File: config.mk
export PLATFORM = sky130hd
export DESIGN_NAME = song_beat_sequencer_flat
export DESIGN_NICKNAME = d
export VERILOG_FILES = /design/src/rtl/song_pkg.sv /design/src/rtl/song_beat_sequencer_if.sv /design/src/rtl/song_beat_sequencer_beat_timer.sv /design/src/rtl/song_beat_sequencer.sv /design/src/flat_wrapper.sv
export SDC_FILE = /design/constraint.sdc
export NUM_CORES = 1
export LEC_CHECK = 0
export CAP_MARGIN = 40
export CORE_AREA = 5 5 152 81
export DETAILED_ROUTE_END_ITERATION = 10
export DIE_AREA = 0 0 157 86
export DONT_BUFFER_PORTS = 1
export PLACE_DENSITY = 0.69
export SETUP_SLACK_MARGIN = 0.3
export SLEW_MARGIN = 25
export SYNTH_ARGS = -nofsm -noshare
export SYNTH_HDL_FRONTEND = slang
export SYNTH_SLANG_ARGS = --single-unit
File: constraint.sdc
create_clock -name CLOCK_50 -period 9.1 [get_ports CLOCK_50]
set_input_delay 0.91 -clock CLOCK_50 [delete_from_list [all_inputs] [get_ports CLOCK_50]]
set_output_delay 0.91 -clock CLOCK_50 [all_outputs]
set_load 0.02 [all_outputs]
File: src/rtl/song_pkg.sv
// ---------------------------------------------------------------------------
// song_pkg
// Shared definitions for the song playback path: the sequencer state type,
// default timing constants for a 50 MHz clock, and the song length shared
// with the melody/harmony note players so that beat ranges agree.
// ---------------------------------------------------------------------------
package song_pkg;

  // Playback state of the beat sequencer.
  typedef enum logic [1:0] {
    IDLE  = 2'd0,
    PLAY  = 2'd1,
    PAUSE = 2'd2,
    DONE  = 2'd3
  } state_e;

  // Number of beat indices in the song (indices 0..SONG_LEN-1).
  localparam int SONG_LEN = 168;

  // Default timing: eighth note at 120 bpm from a 50 MHz clock.
  localparam int BEAT_TICKS_DEFAULT = 12_500_000;
  localparam int TEMPO_STEP_DEFAULT = 500_000;
  localparam int GAP_TICKS_DEFAULT  = 1_250_000;
  localparam int CNT_W_DEFAULT      = 25;

  // Width of the beat index bus.
  localparam int BEAT_W = 8;

  // Beat period in clocks for a given tempo select.
  function automatic int beat_period(input int beat_ticks,
                                     input int tempo_step,
                                     input logic [3:0] tempo);
    return beat_ticks - (int'({28'd0, tempo}) * tempo_step);
  endfunction

endpackage

File: src/rtl/song_beat_sequencer_if.sv
// ---------------------------------------------------------------------------
// song_beat_sequencer_if
// Control and status bundle of the beat sequencer.
//   play/pause/stop : single-cycle key pulses from the debouncers
//   loop_en         : level, wrap at song end instead of finishing
//   tempo           : 4-bit tempo select, larger is faster
//   beats           : current beat index to the note players
//   beat_strobe     : one-cycle pulse on the first cycle of each beat
//   note_gate       : high while the current note should sound
//   playing / done  : state flags
// master drives the controls; slave is the sequencer side.
// ---------------------------------------------------------------------------
interface song_beat_sequencer_if;
  logic       play;
  logic       pause;
  logic       stop;
  logic       loop_en;
  logic [3:0] tempo;
  logic [7:0] beats;
  logic       beat_strobe;
  logic       note_gate;
  logic       playing;
  logic       done;

  modport master (
    output play, pause, stop, loop_en, tempo,
    input  beats, beat_strobe, note_gate, playing, done
  );

  modport slave (
    input  play, pause, stop, loop_en, tempo,
    output beats, beat_strobe, note_gate, playing, done
  );
endinterface

File: src/rtl/song_beat_sequencer_beat_timer.sv
// ---------------------------------------------------------------------------
// beat_timer
// Tick counter for one beat, the latched beat period, end-of-beat detection
// and the registered articulation gate.
//   clk, rst_n : clock, asynchronous active-low reset
//   run        : advance the tick counter this cycle
//   restart    : start a new beat (tick 0, latch period from tempo)
//   clear      : return the tick counter to 0 without latching a period
//   active     : the sequencer will be in PLAY next cycle
//   tempo      : tempo select used when a period is latched
//   beat_end   : current tick is the last tick of the beat
//   gate       : registered note gate
// ---------------------------------------------------------------------------
module beat_timer #(
  parameter int BEAT_TICKS = song_pkg::BEAT_TICKS_DEFAULT,
  parameter int TEMPO_STEP = song_pkg::TEMPO_STEP_DEFAULT,
  parameter int GAP_TICKS  = song_pkg::GAP_TICKS_DEFAULT,
  parameter int CNT_W      = song_pkg::CNT_W_DEFAULT
) (
  input  logic       clk,
  input  logic       rst_n,
  input  logic       run,
  input  logic       restart,
  input  logic       clear,
  input  logic       active,
  input  logic [3:0] tempo,
  output logic       beat_end,
  output logic       gate
);
  import song_pkg::*;

  localparam logic [CNT_W-1:0] CNT_ZERO = {CNT_W{1'b0}};
  localparam logic [CNT_W-1:0] CNT_ONE  = CNT_W'(1);
  localparam logic [CNT_W-1:0] GAP_CNT  = CNT_W'(GAP_TICKS);
  localparam logic [CNT_W-1:0] BEAT_CNT = CNT_W'(BEAT_TICKS);

  logic [CNT_W-1:0] tick_q, tick_d;
  logic [CNT_W-1:0] period_q, period_d;
  logic [CNT_W-1:0] new_period_s;
  logic             gate_q, gate_d;

  assign new_period_s = CNT_W'(beat_period(BEAT_TICKS, TEMPO_STEP, tempo));

  // Last tick of the beat, compared against the period latched at beat start.
  assign beat_end = (tick_q == (period_q - CNT_ONE));
  assign gate     = gate_q;

  // Next tick/period; the gate looks at the next-cycle values so that it
  // rises together with beat_strobe.
  always_comb begin
    tick_d   = tick_q;
    period_d = period_q;
    if (clear) begin
      tick_d = CNT_ZERO;
    end else if (restart) begin
      tick_d   = CNT_ZERO;
      period_d = new_period_s;
    end else if (run) begin
      tick_d = tick_q + CNT_ONE;
    end else begin
      tick_d = tick_q;
    end
    gate_d = active && (tick_d < (period_d - GAP_CNT));
  end

  // Counter, period latch and gate registers.
  always_ff @(posedge clk or negedge rst_n) begin
    if (!rst_n) begin
      tick_q   <= CNT_ZERO;
      period_q <= BEAT_CNT;
      gate_q   <= 1'b0;
    end else begin
      tick_q   <= tick_d;
      period_q <= period_d;
      gate_q   <= gate_d;
    end
  end

endmodule

File: src/rtl/song_beat_sequencer.sv
// ---------------------------------------------------------------------------
// song_beat_sequencer
// Tempo-driven beat counter feeding the melody/harmony note players.
// Turns play/pause/stop key pulses into IDLE/PLAY/PAUSE/DONE playback,
// counts beat indices 0..SONG_LEN-1, and emits a per-beat strobe plus an
// articulation gate that drops for the last GAP_TICKS clocks of each beat.
//   CLOCK_50 : system clock
//   rst_n    : asynchronous active-low reset
//   sif      : control/status bundle (slave side), all outputs registered
// ---------------------------------------------------------------------------
module song_beat_sequencer #(
  parameter int SONG_LEN   = song_pkg::SONG_LEN,
  parameter int BEAT_TICKS = song_pkg::BEAT_TICKS_DEFAULT,
  parameter int TEMPO_STEP = song_pkg::TEMPO_STEP_DEFAULT,
  parameter int GAP_TICKS  = song_pkg::GAP_TICKS_DEFAULT,
  parameter int CNT_W      = song_pkg::CNT_W_DEFAULT
) (
  input  logic                  CLOCK_50,
  input  logic                  rst_n,
  song_beat_sequencer_if.slave  sif
);
  import song_pkg::*;

  localparam logic [7:0] LAST_BEAT = 8'(SONG_LEN - 1);

  state_e     state_q, state_d;
  logic [7:0] beats_q, beats_d;
  logic       strobe_q, strobe_d;
  logic       playing_q, playing_d;
  logic       done_q, done_d;

  logic       run_s;
  logic       restart_s;
  logic       clear_s;
  logic       active_s;
  logic       beat_end_s;
  logic       gate_s;

  beat_timer #(
    .BEAT_TICKS (BEAT_TICKS),
    .TEMPO_STEP (TEMPO_STEP),
    .GAP_TICKS  (GAP_TICKS),
    .CNT_W      (CNT_W)
  ) u_timer (
    .clk      (CLOCK_50),
    .rst_n    (rst_n),
    .run      (run_s),
    .restart  (restart_s),
    .clear    (clear_s),
    .active   (active_s),
    .tempo    (sif.tempo),
    .beat_end (beat_end_s),
    .gate     (gate_s)
  );

  // Next-state, beat index and timer control; stop beats pause beats play.
  always_comb begin
    state_d   = state_q;
    beats_d   = beats_q;
    strobe_d  = 1'b0;
    run_s     = 1'b0;
    restart_s = 1'b0;
    clear_s   = 1'b0;
    case (state_q)
      IDLE, DONE: begin
        if (sif.stop) begin
          state_d = IDLE;
          beats_d = 8'd0;
          clear_s = 1'b1;
        end else if (sif.play) begin
          state_d   = PLAY;
          beats_d   = 8'd0;
          restart_s = 1'b1;
          strobe_d  = 1'b1;
        end else begin
          state_d = state_q;
        end
      end
      PLAY: begin
        if (sif.stop) begin
          state_d = IDLE;
          beats_d = 8'd0;
          clear_s = 1'b1;
        end else if (sif.pause) begin
          // Counter is simply not advanced, freezing the beat position.
          state_d = PAUSE;
        end else if (beat_end_s) begin
          if (beats_q < LAST_BEAT) begin
            beats_d   = beats_q + 8'd1;
            restart_s = 1'b1;
            strobe_d  = 1'b1;
          end else if (sif.loop_en) begin
            beats_d   = 8'd0;
            restart_s = 1'b1;
            strobe_d  = 1'b1;
          end else begin
            // Song finished: beats keeps pointing at the last index.
            state_d = DONE;
          end
        end else begin
          run_s = 1'b1;
        end
      end
      PAUSE: begin
        if (sif.stop) begin
          state_d = IDLE;
          beats_d = 8'd0;
          clear_s = 1'b1;
        end else if (sif.play) begin
          // Resume from the frozen tick: no advance and no strobe this edge.
          state_d = PLAY;
        end else begin
          state_d = PAUSE;
        end
      end
      default: begin
        state_d = IDLE;
        beats_d = 8'd0;
        clear_s = 1'b1;
      end
    endcase
    active_s  = (state_d == PLAY);
    playing_d = (state_d == PLAY);
    done_d    = (state_d == DONE);
  end

  // State, beat index and status flag registers.
  always_ff @(posedge CLOCK_50 or negedge rst_n) begin
    if (!rst_n) begin
      state_q   <= IDLE;
      beats_q   <= 8'd0;
      strobe_q  <= 1'b0;
      playing_q <= 1'b0;
      done_q    <= 1'b0;
    end else begin
      state_q   <= state_d;
      beats_q   <= beats_d;
      strobe_q  <= strobe_d;
      playing_q <= playing_d;
      done_q    <= done_d;
    end
  end

  assign sif.beats       = beats_q;
  assign sif.beat_strobe = strobe_q;
  assign sif.note_gate   = gate_s;
  assign sif.playing     = playing_q;
  assign sif.done        = done_q;

endmodule

File: src/flat_wrapper.sv
// flat-port wrapper written by rule: the top's interface ports become plain ports
module song_beat_sequencer_flat import song_pkg::*;
#(
  parameter int SONG_LEN   = song_pkg::SONG_LEN,
  parameter int BEAT_TICKS = song_pkg::BEAT_TICKS_DEFAULT,
  parameter int TEMPO_STEP = song_pkg::TEMPO_STEP_DEFAULT,
  parameter int GAP_TICKS  = song_pkg::GAP_TICKS_DEFAULT,
  parameter int CNT_W      = song_pkg::CNT_W_DEFAULT
)
  (CLOCK_50, rst_n, sif_play, sif_pause, sif_stop, sif_loop_en, sif_tempo, sif_beats, sif_beat_strobe, sif_note_gate, sif_playing, sif_done);
  song_beat_sequencer_if sif_i ();
  input  logic CLOCK_50;
  input  logic rst_n;
  input wire logic [$bits(sif_i.play)-1:0] sif_play;
  input wire logic [$bits(sif_i.pause)-1:0] sif_pause;
  input wire logic [$bits(sif_i.stop)-1:0] sif_stop;
  input wire logic [$bits(sif_i.loop_en)-1:0] sif_loop_en;
  input wire logic [$bits(sif_i.tempo)-1:0] sif_tempo;
  output wire logic [$bits(sif_i.beats)-1:0] sif_beats;
  output wire logic [$bits(sif_i.beat_strobe)-1:0] sif_beat_strobe;
  output wire logic [$bits(sif_i.note_gate)-1:0] sif_note_gate;
  output wire logic [$bits(sif_i.playing)-1:0] sif_playing;
  output wire logic [$bits(sif_i.done)-1:0] sif_done;
  assign sif_i.play = sif_play;
  assign sif_i.pause = sif_pause;
  assign sif_i.stop = sif_stop;
  assign sif_i.loop_en = sif_loop_en;
  assign sif_i.tempo = sif_tempo;
  assign sif_beats = sif_i.beats;
  assign sif_beat_strobe = sif_i.beat_strobe;
  assign sif_note_gate = sif_i.note_gate;
  assign sif_playing = sif_i.playing;
  assign sif_done = sif_i.done;
  song_beat_sequencer #(.SONG_LEN(SONG_LEN), .BEAT_TICKS(BEAT_TICKS), .TEMPO_STEP(TEMPO_STEP), .GAP_TICKS(GAP_TICKS), .CNT_W(CNT_W)) u_core (.CLOCK_50(CLOCK_50), .rst_n(rst_n), .sif(sif_i));
endmodule
# After elaboration in Yosys (flattened, before gate mapping)
# Index checks and enable logic that the tools add are counted.
totals:
  output_inout_bits: 12
  word_cells: 70
  ff_bits: 64
  in_bits: 10
classes:
  n_mux: 38
  order_cmp: 2
  n_eq_ne: 11
  multipliers: 1
  n_reduce_logical: 5
  addsub: 5
op_table:
  columns: ["op", "count"]
  rows:
  - ["$mux 25", 5]
  - ["$mux 8", 8]
  - ["$add 25x1->25 const B", 1]
  - ["$eq 25x25->1", 1]
  - ["$lt 25x25->1", 1]
  - ["$sub 25x1->25 const B", 1]
  - ["$sub 25x21->25 const B", 1]
  - ["$sub 25x25->25 const A", 1]
  - ["$pmux 8 s3", 1]
  - ["$mul 4x14->18 const B", 1]
  - ["$mux 2", 9]
  - ["$mux 1", 13]
  - ["$add 8x1->8 const B", 1]
  - ["$lt 8x8->1 const B", 1]
  - ["$eq 2x2->1 const B", 3]
  - ["$ne 3x3->1 const B", 2]
  - ["$pmux 2 s3", 1]
  - ["$reduce_and 5->1", 1]
  - ["$eq 2x1->1 const B", 2]
  - ["$ne 4x3->1 const B", 1]
  - ["$reduce_or 4->1", 1]
  - ["$ne 3x2->1 const B", 1]
  - ["$logic_not 2->1", 1]
  - ["$ne 2x2->1 const B", 1]
  - ["other kinds (3)", 3]

# Depth between registers and ports, before layout
# Gate-level depths: netlist (run 1).
logic_depth:
  depth_word: 11
  ltp_mapped: 25
  mapped_depth_nobuf: 24

# By module
# Synthesis (run 1) repeated with hierarchy kept, for this count alone.
hier_totals:
  cells_unflattened: 648
  hier_area_um2: 5672.9
by_module_without_submodules:
  columns: ["module", "seq_area_each_um2", "area_each_um2", "n_inst", "cells_per_inst"]
  rows:
  - ["beat_timer", 1291.2, 4894.7, 1, 563]
  - ["song_beat_sequencer", 325.3, 778.2, 1, 85]

# Worst setup path before layout (run 1)
# OpenSTA, ideal clock, no wires.
synth_path:
  kind: "input -> register"
  startpoint: "in sif_tempo[1]"
  endpoint: "reg u_core.u_timer.gate_q (netlist: u_core.u_timer.gate)"
  stages: 23
  setup_ns: 0.120
  path_slack_ns: 3.463
  t_required_ns: 8.980
  arrival_ns: 5.516
  n_path_buf: 1
  cell_sequence: "clkbuf_1 inv_1 ha_1 inv_1 fa_1 inv_1 ha_1 a21o_1 a21oi_1 o21ai_0 a22o_1 xor2_1 nor4bb_1 xnor2_1 mux2_2 o2111ai_2 xor2_1 ha_1 nand4_1 nor2_1 nand2_1 or3_1 o211a_1"
synth_via:
  elab_chain_len: 7
synth_lines:
  columns: ["element", "line_no", "text"]
  rows:
  - ["start: declaration", "flat_wrapper.sv:18", "input wire logic [$bits(sif_i.tempo)-1:0] sif_tempo;"]
  - ["$mul 4x14->18", "song_pkg.sv:33", "return beat_ticks - (int'({28'd0, tempo}) * tempo_step);"]
  - ["$sub 25x25->25", "song_pkg.sv:33", null]
  - ["$mux 25", "song_beat_sequencer_beat_timer.sv:55", "end else if (restart) begin"]
  - ["$mux 25", "song_beat_sequencer_beat_timer.sv:53", "if (clear) begin"]
  - ["$sub 25x21->25", "song_beat_sequencer_beat_timer.sv:63", "gate_d = active && (tick_d < (period_d - GAP_CNT));"]
  - ["$lt 25x25->1", "song_beat_sequencer_beat_timer.sv:63", null]
  - ["$logic_and 1x1->1", "song_beat_sequencer_beat_timer.sv:63", null]
  - ["named net u_core.u_timer.gate_d", "song_beat_sequencer_beat_timer.sv:40", "logic gate_q, gate_d;"]
  - ["end signal: assignment", "song_beat_sequencer_beat_timer.sv:75", "gate_q <= gate_d;"]
  - ["end: declaration", "song_beat_sequencer_beat_timer.sv:40", null]
# The timed path passes the listed nets, and every way through them passes these cells.
# A chain may end at the register's enable or synchronous reset.

# Worst setup path after layout (run 1)
layout_path:
  startpoint: "reg u_core.u_timer.period_q[0]"
  endpoint: "reg u_core.u_timer.gate_q (netlist: u_core.u_timer.gate)"
layout_via:
  elab_chain_len: 11
layout_lines:
  columns: ["element", "line_no", "text"]
  rows:
  - ["start: declaration", "song_beat_sequencer_beat_timer.sv:38", "logic [CNT_W-1:0] period_q, period_d;"]
  - ["start signal: assignment", "song_beat_sequencer_beat_timer.sv:74", "period_q <= period_d;"]
  - ["$sub 25x1->25", "song_beat_sequencer_beat_timer.sv:45", "assign beat_end = (tick_q == (period_q - CNT_ONE));"]
  - ["$eq 25x25->1", "song_beat_sequencer_beat_timer.sv:45", null]
  - ["$mux 1", "song_beat_sequencer.sv:87", "end else if (beat_end_s) begin"]
  - ["$mux 1", "song_beat_sequencer.sv:84", "end else if (sif.pause) begin"]
  - ["$mux 1", "song_beat_sequencer.sv:80", "if (sif.stop) begin"]
  - ["$pmux 1 s2 or $mux 1 (tied branches)", "song_beat_sequencer.sv:64", "case (state_q)"]
  - ["$mux 25 (on tied branches)", "song_beat_sequencer_beat_timer.sv:55, song_beat_sequencer_beat_timer.sv:58", null]
  - ["$mux 25 (on tied branches)", "song_beat_sequencer_beat_timer.sv:53, song_beat_sequencer_beat_timer.sv:55", null]
  - ["$sub 25x21->25 or $mux 25 (tied branches)", "song_beat_sequencer_beat_timer.sv:63, song_beat_sequencer_beat_timer.sv:53", null]
  - ["$lt 25x25->1", "song_beat_sequencer_beat_timer.sv:63", null]
  - ["$logic_and 1x1->1 (*)", "song_beat_sequencer_beat_timer.sv:63", null]
  - ["named net u_core.u_timer.gate_d", "song_beat_sequencer_beat_timer.sv:40", null]
# The timed path passes the listed nets; every way through them passes the cells marked *.

==> flow_metrics.py, run 1 <==
metrics = {
    "synthesis": {
        "syn_avg_cell_area_um2": 8.626,
        "synthFlopType": "dfrtp_1",
        "netlist_instances": 671,
        "synth_warnings": 0,
        "synth_area_leaders": "dfrtp_1 (22%), ha_1 (10%), xnor2_1 (9.5%), dfstp_2 (5.4%), xor2_1 (4.2%)",
        "synth_area_mm2": 0.005788,
        "ys_seq_area_share_pct": 27.93,
        "syn_nets": 733,
        "yosysUniqueCellTypes": 70,
        "synth_edf_count": 0,
        "synth_top_area_share_pct": 22.48,
        "async_flop_share_pct": 100.0,
        "yosys_register_bits": 64,
        "synth_top_cell_by_area": "dfrtp_1",
    },
    "grt": {
        "gr-total-overflow": 0,
        "grt_max_degree": 65,
        "first_global_vias": 4675,
        "grt_antenna_before_repair": 0,
        "gr-usage-all-layers_pct": 24.31,
        "grt_pass1_wl_um": 25650,
    },
    "drt": {
        "viasPerCell": 6.021,
        "dr.pass1.iters": 5,
        "drt-initial-drc-count": 426,
        "drtAntennaViolNets": 0,
        "avgRoutedWirePerCell_um": 19.55,
        "vias": 4865,
        "drcViolationCount": 0,
        "drt-total-wl_um": 15800,
    },
    "cells_and_area": {
        "drive_gt1_share_pct": 9.050,
        "num-nets-final": 720,
        "seqCellArea_mm2": 0.001617,
        "antenna_cells": 0,
        "fin_area_mm2": 0.006176,
        "final_cells": 808,
        "area_growth_pct": 6.701,
        "fill_cells": 931,
        "multi_input_area_mm2": 0.003837,
    },
    "timing": {
        "period_needed_ns": 5.992,
        "maxSlewHeadroom_pct": 42.22,
        "final_hold_viol_count": 0,
        "fmax_ghz": 0.1669,
        "finalSetupViolCount": 0,
        "drv_slew": 0,
        "worstMarginPinSlew_ns": 0.8667,
        "fin_crit_sh_pct": 65.85,
        "skew_ns": 0.009872,
        "tns_ns": 0,
        "fin_ws_ns": 3.108,
        "grt_setup_unrepaired": "no",
    },
    "clocking": {
        "cts_resized": 0,
        "cts_hold_buf": 0,
        "post-cts-setup-buffers": 0,
        "cts_sinks": 64,
        "clock_latency_ns": 0.33,
        "cts.clk_slew.worst_paths_ns": 0.06,
        "htreeDepth": 3,
        "cts-root-buf": "clkbuf_16",
        "cts_buffers": 9,
        "cts_max_path_buffers": 2,
        "cts_tree": "yes",
    },
    "pwr": {
        "p_leak_uw": 0.002719,
        "vdd_drop_max_mv": 0.1199,
        "power.total_uw": 1300,
        "power_density_mw_per_mm2": 210.4,
    },
    "critical_path": {
        "critPathMaxStageDelay_ns": 0.44,
        "path_cells": "inv_1 > ha_1 > nor3b_4 > nand3_1 > a2111oi_2 > o2111ai_1 > nor4_2 > o2111ai_2 > o21a_4 > inv_4 > mux2i_1 > xor2_1 > ha_1 > a21o_1 > a21o_1 > a21o_1 > a21o_1 > a21oi_1 > nor2b_1 > o21ai_0 > nand2b_1 > a211oi_1 > o211a_1",
        "worstPathRequired_ns": 9.36,
        "cpMaxStageDelayCell": "dfrtp_1",
        "rr_worst_depth": 23,
        "end_kind": "flop",
        "crit_fanout": 29,
        "cp.arrival_ns": 6.26,
        "path_class": "reg2reg",
        "cpMostUsedCell": "a21o_1",
        "critPathLaunchType": "flop",
        "worstReg2RegStart": "u_core.u_timer.period_q[0]",
        "rr_endpoint": "u_core.u_timer.gate",
        "r2r_setup_slack_ns": 3.11,
    },
    "floorplanning": {
        "die_h_um": 86,
        "core_region_area_mm2": 0.01078,
        "design.die.area_mm2": 0.01350,
        "initial_core_util_pct": 53.71,
        "die_w_um": 157,
        "num_rows": 27,
        "ios": 22,
    },
    "placement": {
        "dp_slack_ns": 3.123,
        "dp.cells": 792,
        "hpwl_um": 12520,
        "routabilityCongestion": 0.9551,
        "place_area_mm2": 0.005848,
        "port_buffers": 0,
    },
    "min_path": {
        "hold_class": "in2async",
    },
    "job": {
        "max_cap_viol_count": 0,
    },
    "run_status": {
        "status": "completed",
    },
}
how the worst max path moves through the flow:
stage	from	to	slack [ns]	depth (start not counted)
floorplan	sif_tempo[1]	u_core.u_timer.gate	3.46	23
global placement	sif_tempo[1]	u_core.u_timer.gate	3.24	22
detailed placement	sif_tempo[1]	u_core.u_timer.gate	3.12	22
CTS	u_core.u_timer.period_q[0]	u_core.u_timer.gate	3.19	23
global route	u_core.u_timer.period_q[0]	u_core.u_timer.gate	2.77	23
finish	u_core.u_timer.period_q[0]	u_core.u_timer.gate	3.11	23
cell usage after synthesis, drive strengths merged, types with 7 or more instances:
| library cell | instances |
|---|---|
| nor3 | 24 |
| dfstp | 12 |
| a21o | 16 |
| xor2 | 28 |
| nand2 | 47 |
| nor2b | 7 |
| nor4 | 11 |
| nand4 | 15 |
| mux2i | 16 |
| clkbuf | 13 |
| and3 | 8 |
| inv | 52 |
| ha | 47 |
| o31ai | 7 |
| dfrtp | 52 |
| or3 | 11 |
| xnor2 | 63 |
| buf | 13 |
| nor2 | 65 |
| o21ai | 35 |
| nand3 | 21 |
| a21oi | 24 |
placed cells by master, fill, tap and decap left out, types with 16 or more instances in the layout:
cell type	instances
ha_1	47
a21oi_1	24
xor2_1	28
inv_1	51
nand3_1	20
xnor2_1	63
a21o_1	16
nand2_1	45
o21ai_0	32
nor2_1	64
dfrtp_1	52
nor3_1	23
cells by family (layout without fill, tap and decap cells):
group	Yosys count	after routing	synth area share [%]
fa+ha+maj	52	52	11.89
compound gates	119	119	13.73
simple gates	245	245	22.85
buf+inv	78	70	5.772
flops	64	64	27.93
xor+xnor	91	91	13.77
mux	22	22	4.064
critical path: cells and delay by family, from the launching register on:
kind	cells	cell delay [ns]
fa+ha+maj	2	0.57
compound gates	12	2.77
flops	1	0.44
simple gates	5	0.99
xor+xnor	1	0.35
mux	1	0.36
buf+inv	2	0.42
power by group:
group | internal, uW | switching (uW)
clock network | 243 | 143
logic | 204 | 302
registers | 333 | 73.8
metrics by stage:
step | util, % | hold slack (ns)
floorplan | - | 0.4661
global placement | 54.27 | 0.5119
detailed placement | 54.27 | 0.5135
CTS | 57.31 | 0.2583
global route | 57.31 | 0.2441
finish | 57.31 | 0.2671
final cells by class:
type                    count  share of cell area, %
clock inverters             7                  1.661
clock buffers               9                  3.647
repair buffers              2                 0.2431
multi-input cells         529                  62.14
inverters                  52                  3.201
well taps                 145                  2.938
flip-flops and latches     64                  26.18
registers in the layout, indices dropped and copies added (netlist names):
register	flops
u_core.sif.playing	1
u_core.sif.beats	8
u_core.sif.beat_strobe	1
u_core.state_q	2
u_core.u_timer.period_q	25
u_core.sif.done	1
u_core.u_timer.gate	1
u_core.u_timer.tick_q	25
per-layer routing:
metal / share of wire [%] / GRT usage [%] / vias up
met5: 0 / 0 / -
met4: 0.66 / 4.173 / 0
met3: 12 / 9.929 / 17
met2: 35 / 29.08 / 212
met1: 52 / 39.34 / 2313
li1: - / - / 2323
Power figures use the tool's default switching activity.
==> run 2: changes to the inputs <==
==> constraint.sdc (replaced) <==
create_clock -name CLOCK_50 -period 5.8 [get_ports CLOCK_50]
set_input_delay 0.58 -clock CLOCK_50 [delete_from_list [all_inputs] [get_ports CLOCK_50]]
set_output_delay 0.58 -clock CLOCK_50 [all_outputs]
set_load 0.02 [all_outputs]
==> flow_metrics.py, run 2 (synthesized netlist as in run 1, its figures left out) <==
metrics = {
    "critical_path": {
        "worstReg2RegStart": "u_core.u_timer.period_q[16]",
        "end_kind": "flop",
        "path_class": "reg2reg",
        "rr_worst_depth": 21,
        "critPathLaunchType": "flop",
        "rr_endpoint": "u_core.u_timer.gate",
        "cp.arrival_ns": 5.57,
        "crit_fanout": 7,
        "worstPathRequired_ns": 6.08,
        "r2r_setup_slack_ns": 0.51,
    },
    "grt": {
        "gr-total-overflow": 0,
        "grt_pass1_wl_um": 24930,
        "gr-usage-all-layers_pct": 23.99,
        "first_global_vias": 4517,
        "grt_max_degree": 53,
        "grt_antenna_before_repair": 0,
    },
    "pwr": {
        "sequentialPowerShare_pct": 31.6,
        "power.total_uw": 1990,
        "combPwrFrac_pct": 42.4,
        "vdd_drop_max_mv": 0.1875,
        "pwr-share-clk_pct": 26.0,
        "swShare_pct": 41.17,
        "power_density_mw_per_mm2": 311.4,
        "p_leak_uw": 0.002794,
        "p_int_uw": 1171,
        "p_sw_uw": 819.5,
    },
    "floorplanning": {
        "initial_core_util_pct": 53.71,
        "ios": 22,
        "design.die.area_mm2": 0.01350,
        "num_rows": 27,
        "die_h_um": 86,
        "core_region_area_mm2": 0.01078,
        "die_w_um": 157,
    },
    "timing": {
        "worstMarginPinSlew_ns": 0.8317,
        "period_needed_ns": 5.291,
        "tns_ns": 0,
        "finalSetupViolCount": 0,
        "fin_crit_sh_pct": 91.23,
        "drv_slew": 0,
        "grt_setup_unrepaired": "no",
        "maxSlewHeadroom_pct": 44.56,
        "final_hold_viol_count": 0,
        "fmax_ghz": 0.1890,
        "skew_ns": 0.004940,
    },
    "drt": {
        "avgRoutedWirePerCell_um": 19.24,
        "drcViolationCount": 0,
        "vias": 4928,
        "viasPerCell": 5.981,
        "drtAntennaViolNets": 0,
        "drt-total-wl_um": 15860,
        "dr.pass1.iters": 5,
        "drt-initial-drc-count": 479,
    },
    "clocking": {
        "cts_max_path_buffers": 2,
        "cts_sinks": 64,
        "cts.clk_slew.worst_paths_ns": 0.06,
        "cts_tree": "yes",
        "cts-root-buf": "clkbuf_16",
        "cts_buffers": 9,
        "clock_latency_ns": 0.34,
        "htreeDepth": 3,
    },
    "cells_and_area": {
        "finalCoreUtilization_pct": 59.31,
        "layout_common_cells": "xnor2_1 (63), nor2_1 (63), inv_1 (51), dfrtp_1 (51), ha_1 (46)",
        "final_cells": 824,
        "drive_gt1_share_pct": 13.11,
        "seqCellArea_mm2": 0.001618,
        "antenna_cells": 0,
        "area_growth_pct": 10.42,
        "fin_area_mm2": 0.006391,
        "multi_input_area_mm2": 0.003949,
        "num-nets-final": 736,
        "fill_cells": 933,
    },
    "run_status": {
        "status": "completed",
    },
    "placement": {
        "port_buffers": 0,
        "dp.cells": 798,
        "routabilityCongestion": 1.020,
        "place_area_mm2": 0.005893,
        "hpwl_um": 12300,
    },
    "job": {
        "max_cap_viol_count": 0,
    },
    "min_path": {
        "hold_class": "in2async",
    },
}
-- run 2: cell types whose count changed in the layout (fill, tap and decap cells not counted), sizes merged --
cell	delta
inv	-3
buf	+16
clkbuf	+1
clkinv	+2
clkinvlp	+2
bufinv	-2
-- run 2: area by class of cell --
type                       count  area share (%)
inverter                      52           3.132
clock inverter                 6          0.7048
sequential                    64           25.31
timing repair buffer          18           2.486
clock buffer                  10           3.739
multi-input combinational    529           61.79
tap                          145           2.839
-- run 2: per-stage QoR --
step / hold WS (ns) / setup WS, ns
2_1_floorplan: 0.2844 / 0.4933
3_5_place_dp: 0.2862 / 0.1892
5_1_grt: 0.06412 / 0.2772
4_1_cts: 0.07232 / 0.3176
6_report: 0.08012 / 0.5086
3_3_place_gp: 0.2860 / 0.3307
-- run 2: layer usage --
layer / track usage [%] / share of wire [%] / vias up
met5: 0 / 0 / -
met4: 3.701 / 0.68 / 0
met3: 9.325 / 13 / 10
met2: 29.28 / 36 / 225
met1: 38.78 / 51 / 2341
li1: - / - / 2352
-- run 2: worst max-delay path by stage --
stage,startpoint,to,slack [ns],cells past startpoint
floorplan,sif_tempo[1],u_core.u_timer.gate,0.49,23
finish,u_core.u_timer.period_q[16],u_core.u_timer.gate,0.51,21
global placement,sif_tempo[1],u_core.u_timer.gate,0.33,22
CTS,u_core.u_timer.period_q[16],u_core.u_timer.gate,0.32,18
detailed placement,sif_tempo[1],u_core.u_timer.gate,0.19,22
global route,u_core.u_timer.period_q[0],u_core.u_timer.gate,0.28,23
-- run 2: timing repair --
action	4_1_cts	5_1_grt
gates resized for setup	3	18
endpoints found under the hold margin	52	0
buffers inserted	0	9
endpoints found under the setup margin	1	1
gates cloned	0	0
hold buffers	1	0
pin swaps	1	5
-- run 2: power by group through the flow --
stage | Combinational [uW] | Sequential [uW] | Clock (uW)
CTS | 805 | 621 | 523
detailed placement | 788 | 626 | 0
global placement | 763 | 621 | 0
finish | 844 | 630 | 517
global route | 929 | 637 | 547
floorplan | 623 | 584 | 0
-- run 2: critical path, cell delays in order (launching register included) --
cell       delay, ns
dfrtp_2         0.44
or3_1           0.41
or3_4           0.37
nor4_4          0.23
mux2_2          0.40
nor4_2          0.30
o2111ai_2       0.23
nand2_1         0.31
nor2_1          0.10
xnor2_1         0.16
nor2_1          0.07
ha_1            0.32
a21o_1          0.16
a21o_1          0.17
a21o_1          0.17
a21o_1          0.17
a21o_1          0.17
a21o_1          0.18
a21oi_1         0.39
nor2_1          0.08
a211oi_1        0.20
o211a_1         0.18
